[src/rtl/sat_counter.sv]
// sat_counter: counter that sticks at all-ones; clr with inc loads 1
module sat_counter #(
    parameter int W = 8
) (
    input  logic         clk,
    input  logic         rst,
    input  logic         clr,
    input  logic         inc,
    output logic [W-1:0] q
);
    always_ff @(posedge clk) begin
        if (rst) q <= '0;
        else if (clr) q <= W'(inc);
        else if (inc && q != '1) q <= q + W'(1);
    end
endmodule

[config.mk]
export PLATFORM = sky130hd
export DESIGN_NAME = sat_counter
export DESIGN_NICKNAME = d
export VERILOG_FILES = /design/src/rtl/sat_counter.sv
export SDC_FILE = /design/constraint.sdc
export NUM_CORES = 1
export LEC_CHECK = 0
export CORE_AREA = 2 2 39 41
export DETAILED_ROUTE_END_ITERATION = 8
export DIE_AREA = 0 0 41 43
export PLACE_DENSITY = 0.63
export SYNTH_ARGS = -nofsm -noshare
export SYNTH_HDL_FRONTEND = slang
export SYNTH_SLANG_ARGS = --single-unit
[constraint.sdc]
create_clock -name clk -period 2.1 [get_ports clk]
set_clock_uncertainty 0.2 [all_clocks]
set_input_delay 0.42 -clock clk [delete_from_list [all_inputs] [get_ports clk]]
set_output_delay 0.42 -clock clk [all_outputs]
set_load 0.02 [all_outputs]
==> results.txt <==
The run finished with clean final reports. The biggest area contributor in the post-synthesis netlist is dfxtp_1. The worst hold path begins at q[1]$_SDFFE_PP0P_.

The period utilization came out at 93.47%. At the later pin of the worst-skew pair, clock insertion delay measures 0.26 ns. The number of enable-type register cells in the synthesized netlist is 0.

The worst path buffer plus inverter count came out at 1. The type of element capturing the critical path is an output pin. The fraction of layout instances using a drive strength above 1 came out at around 17%. The hold violation count in the final report is 0.

The endpoint of the lowest-slack register-to-register path is q[7]$_SDFFE_PP0P_. Summed over all nets, the switching power comes to between 70 and 80 uW. The tightest min-delay check is of the reg2reg type.

The layout overhead on the synthesized area is 37.80%. The half-perimeter wire length of the detailed placement result is 670.4 um. Max-cap violations in this run came to 0.

The smallest hold slack is 0.3754 ns. For this run the aggregate overflow at the end of global routing stands at 0. The final setup violation count came out at 0. For the worst flop-to-flop path, the logic depth is 5. The minimum period implied by the final worst setup slack is 1.963 ns. The height of the die came out at 43 um. The post-layout utilization of the core came out at 40.87%.

The largest registers in the layout are q (8). The die width is 41 um. The leakage power came out at 0.1819 nW. The clock tree from TritonCTS is done. The total chip power came out at 308.4 uW. The via count of the first global-routing pass came to 368. The slowest cell on the critical path is clkdlybuf4s50_1. The required time of the critical path came out at 1.48 ns. Among cell families on the critical path, the largest total delay comes from buffers and inverters. The number of nets in the finished design is 67.

The combinational group share of total power came out at approximately 8.9%. Entering global routing, the biggest net connects 9 pins. The register clock-pin slew on the reported worst setup and hold paths came out at roughly 0.060 ns. In this run the power density over the cells is 545.4 mW/mm^2. The commonest cells after synthesis are 8 x dfxtp_1, 5 x nor2_1. The commonest register cell after synthesis is dfxtp_1. In this run the critical register-to-register path is launched from q[0]$_SDFFE_PP0P_.

The data arrival time at the worst-slack endpoint came out at 1.34 ns. The area of the core came out at 0.001384 sq mm. The clock network burns 40.1% of the power.

The first-pass GRT wire length came out at 1518 um. The global routing usage summed across all routing layers is 12.89%. The synthesized design devotes to its leading area cell type 39.02% of total area. The register with the most flip-flops in the layout has 8 of them. The first-pass iteration count of the detailed router is 3. The number of I/O pins is 12. The worst setup path endpoint is q[2]. The count of nets left with antenna violations once routing finished came out at 0. CTS built an H-tree with a depth of 1. The instance count on the critical path came out at 1. The number of flip-flops and latches in the synthesized netlist is 8.

The count of final max-slew check failures is 0. The routed layout has 404 vias. Synthesis produced a netlist with a net count of 51. The antenna diode instance count is 0. The number of design-rule violations left by the first detailed-router iteration came out at 6. The worst voltage drop across the vdd grid is 0.0001234 V. Using the TritonRoute via totals, the vias-per-cell ratio works out to between 5 and 6. More flip-flops sit in one register than any other, and that register is q. The maximum clock frequency came out at 0.5095 GHz. Synthesis instantiated 23 different standard cells from the library. Once the floorplan was initialized, standard cells occupied 29.66% of the core. For this run, design rule violations remaining after detail routing come to 0. Across all register-to-register paths, the minimum setup slack is 0.28 ns.

The number of standard-cell rows in the floorplan is 14. The number of sinks driven by the clock tree came out at 8. The critical path goes through clkdlybuf4s50_1. Gates resized during post-CTS repair numbered 0. The post-synthesis instance area is 410.4 sq um. The total negative slack is 0 ns. The number of hold buffers added after CTS was 0. In the synthesized netlist the async set-or-reset flop fraction comes to 0%. The die covers 0.001763 sq mm. The internal cell power is between 200 and 250 uW. Averaged over all synthesized cells, the footprint is between 8 and 9 sq um. The net switching fraction of the power is 23.86%. The average wire per cell in the routed design is 12.11 um. dfxtp_1 is the most common cell in the netlist.

The aggregate routed wire length came out at roughly 900 um. The slew at the pin with the worst max-slew slack came out at 0.3293 ns. The number of clock buffers inserted by TritonCTS is 3.

The maximum number of buffers from clock root to sink came out at 2. The power share of the sequential group came out at just over 50%. The number of input and output port buffers inserted came out at 11. In this run the clock root is driven by a clkbuf_4.

The number of antenna violations at the first check in global routing came out at 0. The launching element type of the critical path is a flip-flop. The sequential-to-total area share from yosys stat came out at between 30 and 40%.

Setup repair after global routing left no endpoint under its margin. The start point of the critical path is q[2]$_SDFFE_PP0P_. After synthesis, the cell types taking the most area are dfxtp_1 39%, nand4_1 4.6%, nor2_1 4.6%. The largest driver fanout on the critical path is 7. The post-CTS repair timing setup buffer count is 0. The number of warning messages in the yosys log came out at 0. The instance count of the mapped netlist is between 40 and 50. The worst pin sits at a relative slew slack of around 78%. The largest single stage delay on the critical path is 0.64 ns.

The critical path is of the reg2out type. At the end of routability-driven placement, the weighted congestion stood at 0.6347.
-- worst min-delay path by stage --
stage	slack, ns	cells after the start	endpoint
CTS	0.38	2	q[1]$_SDFFE_PP0P_
global route	0.41	2	q[6]$_SDFFE_PP0P_
floorplan	0.29	1	q[0]$_SDFFE_PP0P_
global placement	0.36	2	q[1]$_SDFFE_PP0P_
finish	0.38	2	q[1]$_SDFFE_PP0P_
detailed placement	0.37	2	q[1]$_SDFFE_PP0P_
-- area by class of cell --
class	count	area [sq um]
Fill cell	137	818.3
Sequential cell	8	160.2
Inverter	3	11.26
Tap cell	16	20.02
Multi-Input combinational cell	34	234.0
Clock buffer	3	22.52
Timing Repair Buffer	12	117.6
-- power groups by stage --
stage / sequential (mW) / clock [mW] / combinational [mW]
after detailed placement: 0.160 / 0 / 0.0276
after global placement: 0.161 / 0 / 0.0272
after floorplan: 0.163 / 0 / 0.0102
after global routing: 0.157 / 0.133 / 0.0302
final: 0.157 / 0.124 / 0.0274
after CTS: 0.157 / 0.131 / 0.0276
-- kinds of logic (layout without fill, tap and decap cells) --
group,after synthesis,count (layout),share of synthesized area [%]
mux,2,2,5.183
compound gates,10,10,18.59
xor+xnor,2,2,4.269
flops,8,8,39.02
fa+ha+maj,1,1,3.048
simple gates,19,19,25.91
buf+inv,4,18,3.962
-- cell usage in the layout, fill, tap and decap left out, types with 2 or more instances in the layout --
master	Yosys	routed
clkdlybuf4s50_1	0	11
nor3_1	3	3
a211oi_1	2	2
or2_2	2	2
inv_1	3	3
nand3_1	2	2
clkbuf_4	0	3
nor2_1	5	5
a21oi_1	3	3
dfxtp_1	8	8
xnor2_1	2	2
nand4_1	3	3
-- through the flow --
stage / setup slack (ns) / area [sq um] / std cells
after CTS: 0.1226 / 565.5 / 76
after detailed placement: 0.04175 / 543.0 / 73
after global routing: 0.05718 / 565.5 / 76
final: 0.1372 / 565.5 / 76
after floorplan: 0.3076 / 410.4 / 46
after global placement: 0.06294 / 543.0 / 73
-- layer usage --
layer	vias to the layer above	routed length, um	track usage, %
met5	-	0	0
met4	0	15	12.00
met3	4	42	2.094
met2	9	440	17.50
met1	192	421	16.23
li1	199	-	-
Power figures use the tool's default switching activity.
